$ cat src/rtl/mc_main_ctrl_if.sv
// Control bundle between the multicycle main FSM and the MIPS datapath/ALU controller.
// master = controller side, slave = datapath side.
interface mc_main_ctrl_if;
    logic [5:0] instr_op_i;
    logic [5:0] funct_i;
    logic       mem_ready_i;
    logic [3:0] ALUOp_o;
    logic       pc_write_o;
    logic       pc_write_cond_o;
    logic [1:0] pc_source_o;
    logic       i_or_d_o;
    logic       mem_read_o;
    logic       mem_write_o;
    logic       ir_write_o;
    logic       reg_dst_o;
    logic       mem_to_reg_o;
    logic       reg_write_o;
    logic       alu_src_a_o;
    logic [1:0] alu_src_b_o;
    logic [3:0] state_o;
    logic       illegal_o;

    modport master (
        input  instr_op_i, funct_i, mem_ready_i,
        output ALUOp_o, pc_write_o, pc_write_cond_o, pc_source_o, i_or_d_o,
               mem_read_o, mem_write_o, ir_write_o, reg_dst_o, mem_to_reg_o,
               reg_write_o, alu_src_a_o, alu_src_b_o, state_o, illegal_o
    );

    modport slave (
        output instr_op_i, funct_i, mem_ready_i,
        input  ALUOp_o, pc_write_o, pc_write_cond_o, pc_source_o, i_or_d_o,
               mem_read_o, mem_write_o, ir_write_o, reg_dst_o, mem_to_reg_o,
               reg_write_o, alu_src_a_o, alu_src_b_o, state_o, illegal_o
    );
endinterface

$ cat src/rtl/mc_main_ctrl.sv
// Multicycle MIPS main control FSM: fetch/decode/execute/memory/writeback sequencing.
// Latency: controls registered on entry to each state; ir_write/pc_write fire in the ready FETCH cycle.
// Backpressure: FETCH/MEMRD/MEMWR hold their request until mem_ready_i; EXEC_R held MUL_CYCLES for MUL.
module mc_main_ctrl #(
    parameter int MUL_CYCLES = 4
) (
    input  logic          clk_i,
    input  logic          rst_i,
    mc_main_ctrl_if.master bus
);

    typedef enum logic [3:0] {
        S_IDLE   = 4'd0,
        S_FETCH  = 4'd1,
        S_DECODE = 4'd2,
        S_MEMADR = 4'd3,
        S_MEMRD  = 4'd4,
        S_MEMWB  = 4'd5,
        S_MEMWR  = 4'd6,
        S_EXEC_R = 4'd7,
        S_RWB    = 4'd8,
        S_BRANCH = 4'd9,
        S_EXEC_I = 4'd10,
        S_IWB    = 4'd11,
        S_JUMP   = 4'd12
    } state_t;

    typedef struct packed {
        logic       pc_write;
        logic       pc_write_cond;
        logic [1:0] pc_source;
        logic       i_or_d;
        logic       mem_read;
        logic       mem_write;
        logic       reg_dst;
        logic       mem_to_reg;
        logic       reg_write;
        logic       alu_src_a;
        logic [1:0] alu_src_b;
        logic [3:0] alu_op;
    } ctrl_t;

    localparam logic [5:0] OP_RTYPE = 6'b000000;
    localparam logic [5:0] OP_LW    = 6'b100011;
    localparam logic [5:0] OP_SW    = 6'b101011;
    localparam logic [5:0] OP_BEQ   = 6'b000100;
    localparam logic [5:0] OP_BNE   = 6'b000101;
    localparam logic [5:0] OP_BGT   = 6'b000111;
    localparam logic [5:0] OP_BGE   = 6'b000001;
    localparam logic [5:0] OP_ADDI  = 6'b001000;
    localparam logic [5:0] OP_ORI   = 6'b001101;
    localparam logic [5:0] OP_J     = 6'b000010;
    localparam logic [5:0] FN_MUL   = 6'b011000;

    localparam logic [3:0] MUL_LOAD = 4'(MUL_CYCLES - 1);

    state_t     state;
    state_t     state_nxt;
    ctrl_t      ctrl_q;
    logic [3:0] mul_cnt;
    logic       illegal_q;
    logic       op_legal;

    always_comb begin
        op_legal = 1'b1;
        case (bus.instr_op_i)
            OP_RTYPE, OP_LW, OP_SW, OP_BEQ, OP_BNE, OP_BGT, OP_BGE,
            OP_ADDI, OP_ORI, OP_J: op_legal = 1'b1;
            default:               op_legal = 1'b0;
        endcase
    end

    always_comb begin
        state_nxt = state;
        case (state)
            S_IDLE:   state_nxt = S_FETCH;
            S_FETCH:  if (bus.mem_ready_i) state_nxt = S_DECODE;
            S_DECODE: begin
                case (bus.instr_op_i)
                    OP_RTYPE:                       state_nxt = S_EXEC_R;
                    OP_LW, OP_SW:                   state_nxt = S_MEMADR;
                    OP_BEQ, OP_BNE, OP_BGT, OP_BGE: state_nxt = S_BRANCH;
                    OP_ADDI, OP_ORI:                state_nxt = S_EXEC_I;
                    OP_J:                           state_nxt = S_JUMP;
                    default:                        state_nxt = S_FETCH;
                endcase
            end
            S_MEMADR: state_nxt = (bus.instr_op_i == OP_LW) ? S_MEMRD : S_MEMWR;
            S_MEMRD:  if (bus.mem_ready_i) state_nxt = S_MEMWB;
            S_MEMWB:  state_nxt = S_FETCH;
            S_MEMWR:  if (bus.mem_ready_i) state_nxt = S_FETCH;
            S_EXEC_R: if (mul_cnt == 4'd0) state_nxt = S_RWB;
            S_RWB:    state_nxt = S_FETCH;
            S_BRANCH: state_nxt = S_FETCH;
            S_EXEC_I: state_nxt = S_IWB;
            S_IWB:    state_nxt = S_FETCH;
            S_JUMP:   state_nxt = S_FETCH;
            default:  state_nxt = S_IDLE;
        endcase
    end

    // Control word for the state about to be entered, so outputs come straight from flops.
    function automatic ctrl_t ctrl_for(input state_t s, input logic [5:0] op);
        ctrl_t c;
        c = '0;
        case (s)
            S_FETCH: begin
                c.mem_read  = 1'b1;
                c.alu_src_b = 2'b01;
            end
            S_DECODE: c.alu_src_b = 2'b11;
            S_MEMADR: begin
                c.alu_src_a = 1'b1;
                c.alu_src_b = 2'b10;
            end
            S_MEMRD: begin
                c.mem_read = 1'b1;
                c.i_or_d   = 1'b1;
            end
            S_MEMWB: begin
                c.reg_write  = 1'b1;
                c.mem_to_reg = 1'b1;
            end
            S_MEMWR: begin
                c.mem_write = 1'b1;
                c.i_or_d    = 1'b1;
            end
            S_EXEC_R: begin
                c.alu_src_a = 1'b1;
                c.alu_op    = 4'b0010;
            end
            S_RWB: begin
                c.reg_write = 1'b1;
                c.reg_dst   = 1'b1;
                c.alu_op    = 4'b0010;
            end
            S_BRANCH: begin
                c.alu_src_a     = 1'b1;
                c.pc_write_cond = 1'b1;
                c.pc_source     = 2'b01;
                case (op)
                    OP_BNE:  c.alu_op = 4'b1010;
                    OP_BGT:  c.alu_op = 4'b1011;
                    OP_BGE:  c.alu_op = 4'b1001;
                    default: c.alu_op = 4'b0001;
                endcase
            end
            S_EXEC_I: begin
                c.alu_src_a = 1'b1;
                c.alu_src_b = 2'b10;
                c.alu_op    = (op == OP_ORI) ? 4'b0101 : 4'b0100;
            end
            S_IWB: begin
                c.reg_write = 1'b1;
                c.alu_op    = (op == OP_ORI) ? 4'b0101 : 4'b0100;
            end
            S_JUMP: begin
                c.pc_write  = 1'b1;
                c.pc_source = 2'b10;
            end
            default: c = '0;
        endcase
        return c;
    endfunction

    always_ff @(posedge clk_i or negedge rst_i) begin
        if (!rst_i) begin
            state     <= S_IDLE;
            ctrl_q    <= '0;
            mul_cnt   <= 4'd0;
            illegal_q <= 1'b0;
        end else begin
            state  <= state_nxt;
            ctrl_q <= ctrl_for(state_nxt, bus.instr_op_i);
            // Non-MUL R-types load 0 so EXEC_R exits after a single cycle.
            if (state == S_DECODE)
                mul_cnt <= (bus.funct_i == FN_MUL) ? MUL_LOAD : 4'd0;
            else if (state == S_EXEC_R && mul_cnt != 4'd0)
                mul_cnt <= mul_cnt - 4'd1;
            if (state == S_DECODE && !op_legal)
                illegal_q <= 1'b1;
        end
    end

    assign bus.ir_write_o      = (state == S_FETCH) && bus.mem_ready_i;
    assign bus.pc_write_o      = ctrl_q.pc_write | ((state == S_FETCH) && bus.mem_ready_i);
    assign bus.pc_write_cond_o = ctrl_q.pc_write_cond;
    assign bus.pc_source_o     = ctrl_q.pc_source;
    assign bus.i_or_d_o        = ctrl_q.i_or_d;
    assign bus.mem_read_o      = ctrl_q.mem_read;
    assign bus.mem_write_o     = ctrl_q.mem_write;
    assign bus.reg_dst_o       = ctrl_q.reg_dst;
    assign bus.mem_to_reg_o    = ctrl_q.mem_to_reg;
    assign bus.reg_write_o     = ctrl_q.reg_write;
    assign bus.alu_src_a_o     = ctrl_q.alu_src_a;
    assign bus.alu_src_b_o     = ctrl_q.alu_src_b;
    assign bus.ALUOp_o         = ctrl_q.alu_op;
    assign bus.state_o         = state;
    assign bus.illegal_o       = illegal_q;

endmodule

$ cat src/flat_wrapper.sv
// flat-port wrapper written by rule: the top's interface ports become plain ports
module mc_main_ctrl_flat 
#(
    parameter int MUL_CYCLES = 4
)
  (clk_i, rst_i, bus_instr_op_i, bus_funct_i, bus_mem_ready_i, bus_ALUOp_o, bus_pc_write_o, bus_pc_write_cond_o, bus_pc_source_o, bus_i_or_d_o, bus_mem_read_o, bus_mem_write_o, bus_ir_write_o, bus_reg_dst_o, bus_mem_to_reg_o, bus_reg_write_o, bus_alu_src_a_o, bus_alu_src_b_o, bus_state_o, bus_illegal_o);
  mc_main_ctrl_if bus_i ();
  input  logic clk_i;
  input  logic rst_i;
  input wire logic [$bits(bus_i.instr_op_i)-1:0] bus_instr_op_i;
  input wire logic [$bits(bus_i.funct_i)-1:0] bus_funct_i;
  input wire logic [$bits(bus_i.mem_ready_i)-1:0] bus_mem_ready_i;
  output wire logic [$bits(bus_i.ALUOp_o)-1:0] bus_ALUOp_o;
  output wire logic [$bits(bus_i.pc_write_o)-1:0] bus_pc_write_o;
  output wire logic [$bits(bus_i.pc_write_cond_o)-1:0] bus_pc_write_cond_o;
  output wire logic [$bits(bus_i.pc_source_o)-1:0] bus_pc_source_o;
  output wire logic [$bits(bus_i.i_or_d_o)-1:0] bus_i_or_d_o;
  output wire logic [$bits(bus_i.mem_read_o)-1:0] bus_mem_read_o;
  output wire logic [$bits(bus_i.mem_write_o)-1:0] bus_mem_write_o;
  output wire logic [$bits(bus_i.ir_write_o)-1:0] bus_ir_write_o;
  output wire logic [$bits(bus_i.reg_dst_o)-1:0] bus_reg_dst_o;
  output wire logic [$bits(bus_i.mem_to_reg_o)-1:0] bus_mem_to_reg_o;
  output wire logic [$bits(bus_i.reg_write_o)-1:0] bus_reg_write_o;
  output wire logic [$bits(bus_i.alu_src_a_o)-1:0] bus_alu_src_a_o;
  output wire logic [$bits(bus_i.alu_src_b_o)-1:0] bus_alu_src_b_o;
  output wire logic [$bits(bus_i.state_o)-1:0] bus_state_o;
  output wire logic [$bits(bus_i.illegal_o)-1:0] bus_illegal_o;
  assign bus_i.instr_op_i = bus_instr_op_i;
  assign bus_i.funct_i = bus_funct_i;
  assign bus_i.mem_ready_i = bus_mem_ready_i;
  assign bus_ALUOp_o = bus_i.ALUOp_o;
  assign bus_pc_write_o = bus_i.pc_write_o;
  assign bus_pc_write_cond_o = bus_i.pc_write_cond_o;
  assign bus_pc_source_o = bus_i.pc_source_o;
  assign bus_i_or_d_o = bus_i.i_or_d_o;
  assign bus_mem_read_o = bus_i.mem_read_o;
  assign bus_mem_write_o = bus_i.mem_write_o;
  assign bus_ir_write_o = bus_i.ir_write_o;
  assign bus_reg_dst_o = bus_i.reg_dst_o;
  assign bus_mem_to_reg_o = bus_i.mem_to_reg_o;
  assign bus_reg_write_o = bus_i.reg_write_o;
  assign bus_alu_src_a_o = bus_i.alu_src_a_o;
  assign bus_alu_src_b_o = bus_i.alu_src_b_o;
  assign bus_state_o = bus_i.state_o;
  assign bus_illegal_o = bus_i.illegal_o;
  mc_main_ctrl #(.MUL_CYCLES(MUL_CYCLES)) u_core (.clk_i(clk_i), .rst_i(rst_i), .bus(bus_i));
endmodule
$ cat config.mk
export PLATFORM = sky130hd
export DESIGN_NAME = mc_main_ctrl_flat
export DESIGN_NICKNAME = d
export VERILOG_FILES = /design/src/rtl/mc_main_ctrl_if.sv /design/src/rtl/mc_main_ctrl.sv /design/src/flat_wrapper.sv
export SDC_FILE = /design/constraint.sdc
export NUM_CORES = 1
export LEC_CHECK = 0
export CAP_MARGIN = 20
export CORE_MARGIN = 4
export CORE_UTILIZATION = 40
export CTS_CLUSTER_SIZE = 14
export DETAILED_ROUTE_END_ITERATION = 12
export GPL_ROUTABILITY_DRIVEN = 0
export HOLD_SLACK_MARGIN = 0.12
export PLACE_DENSITY = 0.72
export SLEW_MARGIN = 10
export SYNTH_ARGS = -nofsm -noshare
export SYNTH_HDL_FRONTEND = slang
export SYNTH_SLANG_ARGS = --single-unit
$ cat constraint.sdc
create_clock -name clk_i -period 4.1 [get_ports clk_i]
set_clock_uncertainty 0.1 [all_clocks]
set_input_delay 0.82 -clock clk_i [delete_from_list [all_inputs] [get_ports clk_i]]
set_output_delay 0.82 -clock clk_i [all_outputs]
set_load 0.1 [all_outputs]
==> results of run 1 <==
[power by group]
group          switching, W  total (W)  internal (W)
combinational      0.000662   0.000918      0.000255
clock             0.0000733   0.000141     0.0000679
sequential        0.0000774   0.000391      0.000314
total              0.000813    0.00145      0.000637
[per-layer routing]
layer	share of wire (%)	GRT usage [%]	vias to the layer above	wire [um]
li1	-	-	560	-
met1	45	19.1	545	1340
met2	48	22.8	42	1440
met3	5.5	1.62	5	164
met4	2.0	6.70	0	61
met5	0	0	-	0
[state kept, by name, summed over array words and instances, names as in the netlist]
register                 cells
u_core.bus.mem_read_o        1
u_core.ctrl_q                1
u_core.bus.i_or_d_o          1
u_core.bus.mem_write_o       1
u_core.bus.ALUOp_o           4
u_core.bus.reg_dst_o         1
u_core.bus.alu_src_a_o       1
u_core.bus.reg_write_o       1
u_core.bus.alu_src_b_o       2
u_core.bus.state_o           4
u_core.bus.illegal_o         1
u_core.mul_cnt               4
u_core.bus.mem_to_reg_o      1
u_core.bus.pc_source_o       2
[final cells by class]
class | count | area share [%]
Clock inverter | 1 | 0.275
Tap cell | 46 | 3.16
Clock buffer | 3 | 2.27
Sequential cell | 25 | 34.4
Timing Repair Buffer | 37 | 19.8
Inverter | 10 | 2.06
Multi-Input combinational cell | 96 | 38.0
[cell usage in the layout (no fill, tap or decap), types with 3 or more instances in the layout]
cell             count
a21oi_1              3
clkbuf_8             3
clkdlybuf4s50_1     34
dfrtp_1             25
inv_1                8
nand2_1             11
nand2b_1             5
nor2_1               8
nor3_1               6
nor4b_1              3
o21a_1               3
o21ai_0              5
xnor2_1              4
xor2_1               3
[Yosys cell counts (3+ instances only)]
cell type / instances
dfrtp_1: 25
nand2_1: 11
buf_4: 8
inv_1: 8
nor2_1: 8
nor3_1: 6
nand2b_1: 5
o21ai_0: 5
xnor2_1: 4
a21oi_1: 3
buf_2: 3
buf_6: 3
nor4b_1: 3
o21a_1: 3
xor2_1: 3
[worst max-delay path by stage]
| stage | cells past startpoint | slack (ps) | to | start |
|---|---|---|---|---|
| 6_report | 1 | 1050 | bus_state_o[1] | u_core.bus.state_o[1]$_DFF_PN0_ |
| 5_1_grt | 4 | 960 | bus_pc_write_o | bus_mem_ready_i |
| 4_1_cts | 1 | 1030 | bus_state_o[1] | u_core.bus.state_o[1]$_DFF_PN0_ |
| 3_5_place_dp | 7 | 1010 | u_core.bus.ALUOp_o[1]$_DFF_PN0_ | bus_instr_op_i[3] |
| 3_3_place_gp | 7 | 1060 | u_core.bus.ALUOp_o[0]$_DFF_PN0_ | bus_instr_op_i[3] |
| 2_1_floorplan | 3 | 980 | bus_pc_write_o | u_core.bus.state_o[0]$_DFF_PN0_ |
[cells by family after synthesis]
kind of cell / Yosys count / synth area share, %
simple gates: 52 / 20.8
flops: 25 / 42.6
buf+inv: 25 / 10.2
compound gates: 35 / 20.5
xor+xnor: 7 / 4.18
fa+ha+maj: 1 / 0.852
mux: 1 / 0.767
[stage by stage]
step / cells / util, % / hold slack (ps) / total power (W)
floorplan: 146 / - / 419 / 0.00115
global placement: 214 / 51.7 / 342 / 0.00131
detailed placement: 214 / 51.7 / 344 / 0.00132
CTS: 218 / 53.0 / 364 / 0.00146
global route: 218 / 52.9 / 384 / 0.00154
finish: 218 / 52.9 / 359 / 0.00145
==> run metrics, run 1 <==
layout cells sized above 1=10.5%; Gate Count Post-Synth=146; synthesis-stage register bit count=25; number of global-route vias before repair=1099; worst setup margin=1050 ps; pwr/cell area=797 nW/um2; VDD IR max=0.000189 V; final-layout fill cell count=324; largest net degree at the start of global routing=26; CTS H-tree lvls=1; Post-route DRC=0; Syn Std Cell Area=1470 um2; Synth top area share=42.6%; P_leak=0.751 nW; ant diodes=0; CP max FO=16; Synth cell types=53; I/O pin total=38; Worst path top cell family by delay=buffers and inverters; post-DP HPWL=2340 um; first-pass GRT wire length=4990 um; flop-to-flop setup slack=1710 ps; Max Freq=328 MHz; routed via count=1152; Post CTS Setup Buffer Count=0; area of the multi-input gates=692 um2; largest area contributor in the netlist=dfrtp_1; WL final=3000 um; final hold violation count=0; hold path depth=1; reg2reg end=u_core.bus.alu_src_b_o[0]$_DFF_PN0_; Initial Util=42.6%; setup violators final=0; design area=1820 um2; syn_area_per_cell=10.1 um2; worst skew pair latency=270 ps; DR pass1 iterations=4; Clock Sinks=25; setup total negative slack=0 ps; # port buffers=37; post-route ant nets=0; Core ar.=3440 um2; register area=626 um2; Syn Nets=162; clock buffer depth=2; initial antenna violation count=0; hold path start=u_core.bus.illegal_o$_DFFE_PN0P_; total of max-cap violations=0; vias per inst=5.28; Max-slew headroom=34.4%; Clock transition at path regs=80 ps; WP data required=3180 ps; Worst Tran Pin Value=981 ps; part of the cycle the worst path needs=74.4%; Slew Limit Fails=0; worst hold path type=flop to flop; startpoint type of the worst setup path=flop; min Tclk post-route=3050 ps; grt ovf=0; most area-consuming cells after synthesis=dfrtp_1 43%, buf_4 4.1%, nand2_1 2.8%; Die X=68.6 um; Crit Path Class=flop to primary output; CTS Hold Bufs=0; register area share after synthesis=42.6%; number of synthesized flops with an enable pin=0; CTS resizes=0; DRT iter0 DRCs=38; synthesis-to-finish area growth=24.0%; Synth Warn #=0; Place WS=1010 ps; Critical Path, Cell by Cell=clkdlybuf4s50_1; routed len/inst=13.7 um; GRT Util Overall=14.2%; RSZ-0062 raised after global routing=false; Buf/Inv on CP=1; asr flop ratio synth=100%; Slowest Stage Delay on Critical Path=1230 ps; Row Count=21; CTS root buffer=clkbuf_8; CTS tree=built; Reg-to-Reg Start=u_core.bus.state_o[1]$_DFF_PN0_; Reg2Reg Depth=6; CP arrival=2130 ps; TritonCTS Buffers=3; top_reg_cell synth=dfrtp_1; die height=68.6 um; Final nets=189; post-place instance area=1780 um2; CP max stage cell=clkdlybuf4s50_1; hold path endpoint=u_core.bus.illegal_o$_DFFE_PN0P_; CP Capture Type=primary output; outcome=complete, no violations; die area=4700 um2
Note: power is estimated with default switching activity, not from simulation.
==> inputs of run 2 (changes only) <==
--- a/config.mk
+++ b/config.mk
@@ -12,7 +12,7 @@
 export DETAILED_ROUTE_END_ITERATION = 12
 export GPL_ROUTABILITY_DRIVEN = 0
 export HOLD_SLACK_MARGIN = 0.12
-export PLACE_DENSITY = 0.72
+export PLACE_DENSITY = 0.74
 export SLEW_MARGIN = 10
 export SYNTH_ARGS = -nofsm -noshare
 export SYNTH_HDL_FRONTEND = slang
==> constraint.sdc (replaced) <==
create_clock -name clk_i -period 2.68 [get_ports clk_i]
set_clock_uncertainty 0.1 [all_clocks]
set_input_delay 0.536 -clock clk_i [delete_from_list [all_inputs] [get_ports clk_i]]
set_output_delay 0.536 -clock clk_i [all_outputs]
set_load 0.1 [all_outputs]
==> run 2 against run 1 <==
  * Final area rose by 2.2%
  * Total power rose by 58%
  * Die area did not move
  * Non-clock buffer count rose by 7
  * Sequential power rose by 55%
  * Register-to-register slack got worse by 1200 ps
  * Via count rose by 2.3%
  * Routed wire length rose by 4.7%
  * Cell count rose by 3.2%
  * Sequential share of layout area fell by 0.67 points
  * First-iteration DRC count rose by 34%
==> run metrics, run 2 (synthesized netlist as in run 1, its figures left out) <==
routed via count=1178 (+2.3%); CP max FO=5 (-11); post-route ant nets=0 (unchanged); Die X=68.6 um (unchanged); Post CTS Setup Buffer Count=0 (unchanged); met2 WL post-DR=1580 um (+10%); Max-slew headroom=63.8% (+29 points); worst hold slack=367 ps (+7.23 ps); Clock Sinks=25 (unchanged); final hold violation count=0 (unchanged); part of the cycle the worst path needs=92.2%; Core ar.=3440 um2 (unchanged); Max Freq=405 MHz; Slowest Stage Delay on Critical Path=570 ps (-660 ps); P_leak=0.813 nW (+8.2%); WL final=3140 um (+4.7%); WP data required=2040 ps (-1140 ps); Clock transition at path regs=90 ps (about the same); final design utilization=54.0% (+1.2 points); setup violators final=0 (unchanged); post-route insts no fill=225 (+3.2%); Initial Util=42.6% (unchanged); RSZ-0062 raised after global routing=false; Critical Path, Cell by Cell=clkdlybuf4s50_1 -> nand4b_1 -> nand2b_2 -> buf_12; Met3 Wirelength=128 um (-22%); DRT iter0 DRCs=51 (+34%); Worst Tran Pin Value=535 ps (-445 ps); flop-to-flop setup slack=530 ps (-1180 ps); worst skew pair latency=270 ps (about the same); CTS H-tree lvls=1 (unchanged); vias per inst=5.24 (-0.92%); die area=4700 um2 (unchanged); Reg-to-Reg Start=u_core.bus.state_o[1]$_DFF_PN0_; TritonCTS Buffers=3 (unchanged); min Tclk post-route=2470 ps; number of global-route vias before repair=1165 (+6.0%); CP arrival=1830 ps (-300 ps); reg2reg end=u_core.bus.ALUOp_o[0]$_DFF_PN0_; CP Capture Type=primary output; clock buffer depth=2 (unchanged); Crit Path Class=primary input to primary output; die height=68.6 um (unchanged); Slew Limit Fails=0 (unchanged); setup total negative slack=0 ps (unchanged); routed len/inst=13.9 um (+1.4%); outcome=complete, no violations; initial antenna violation count=0 (unchanged); # port buffers=37 (unchanged); commonest non-fill, non-tap cells in the layout=28 x buf_4, 24 x dfrtp_1, 14 x clkdlybuf4s50_1; CTS resizes=0 (unchanged); post-place instance area=1810 um2 (+1.8%); Final nets=196 (+3.7%); Reg2Reg Depth=6 (unchanged); placed cell count=221 (+3.3%); grt ovf=0 (unchanged); CTS Hold Bufs=0 (unchanged); Row Count=21 (unchanged); Post-route DRC=0 (unchanged); first-pass GRT wire length=5310 um (+6.4%); design area=1860 um2 (+2.2%); VDD IR max=0.000293 V (+55%); most common cell after layout, fill and taps aside=buf_4; GRT Util Overall=14.8% (+0.57 points); post-DP HPWL=2490 um (+6.5%); pwr/cell area=1230 nW/um2 (+55%); worst setup path end=bus_pc_write_o; synthesis-to-finish area growth=26.7%; CTS root buffer=clkbuf_8; layout cells sized above 1=26.8% (+16 points); largest net degree at the start of global routing=26 (unchanged); worst hold path type=flop to flop; post-route met1 wirelength=1400 um (+4.5%); Buf/Inv on CP=2 (+1); instance count on the critical path=4 (+3); startpoint type of the worst setup path=primary input; top sig layer=met4; ant diodes=0 (unchanged); I/O pin total=38 (unchanged); CTS tree=built; Critical path origin=bus_mem_ready_i; total of max-cap violations=0 (unchanged); Worst path top cell family by delay=buffers and inverters; CP max stage cell=clkdlybuf4s50_1; DR pass1 iterations=4 (unchanged)
[run 2: stage by stage]
step | power [W] | worst slack, ps
final | 0.00229 | 210
after global routing | 0.00242 | 101
after CTS | 0.00230 | 220
after detailed placement | 0.00207 | -32.6
after global placement | 0.00204 | 8.74
after floorplan | 0.00176 | 41.5
[run 2: area by class of cell]
type	instances	area, um2
clock buffer	3	41.3
clock inverter	1	7.51
fill	319	1580
inverter	10	41.3
multi-input combinational	96	694
sequential	25	627
tap	46	57.6
timing repair buffer	44	390
[run 2: how the worst min path moves through the flow]
| stage | from | endpoint | slack (ps) | cells past startpoint |
|---|---|---|---|---|
| 6_report | u_core.bus.illegal_o$_DFFE_PN0P_ | u_core.bus.illegal_o$_DFFE_PN0P_ | 370 | 1 |
| 5_1_grt | u_core.bus.illegal_o$_DFFE_PN0P_ | u_core.bus.illegal_o$_DFFE_PN0P_ | 390 | 1 |
| 4_1_cts | u_core.bus.illegal_o$_DFFE_PN0P_ | u_core.bus.illegal_o$_DFFE_PN0P_ | 380 | 1 |
| 3_5_place_dp | u_core.bus.illegal_o$_DFFE_PN0P_ | u_core.bus.illegal_o$_DFFE_PN0P_ | 350 | 1 |
| 3_3_place_gp | u_core.bus.illegal_o$_DFFE_PN0P_ | u_core.bus.illegal_o$_DFFE_PN0P_ | 350 | 1 |
| 2_1_floorplan | rst_i | u_core.bus.ALUOp_o[0]$_DFF_PN0_ | 140 | 0 |
[run 2: per-layer routing]
metal | vias to the layer above | GRT usage (%)
met2 | 32 | 26.1
li1 | 580 | -
met4 | 0 | 3.72
met5 | - | 0
met3 | 4 | 1.78
met1 | 562 | 19.1
[run 2: worst reg2reg max path: stages, from the launching register on]
cell     delay (ps)
dfrtp_1         650
nor4b_2         420
nand2_1         130
o211a_1         230
o211a_2         170
o31ai_4         270
o21a_1          130
[run 2: power breakdown]
part / total, W / internal, W / switching (W)
Sequential: 0.000606 / 0.000482 / 0.000124
Clock: 0.000227 / 0.000105 / 0.000122
Combinational: 0.00146 / 0.000420 / 0.00104
Total: 0.00229 / 0.00101 / 0.00128
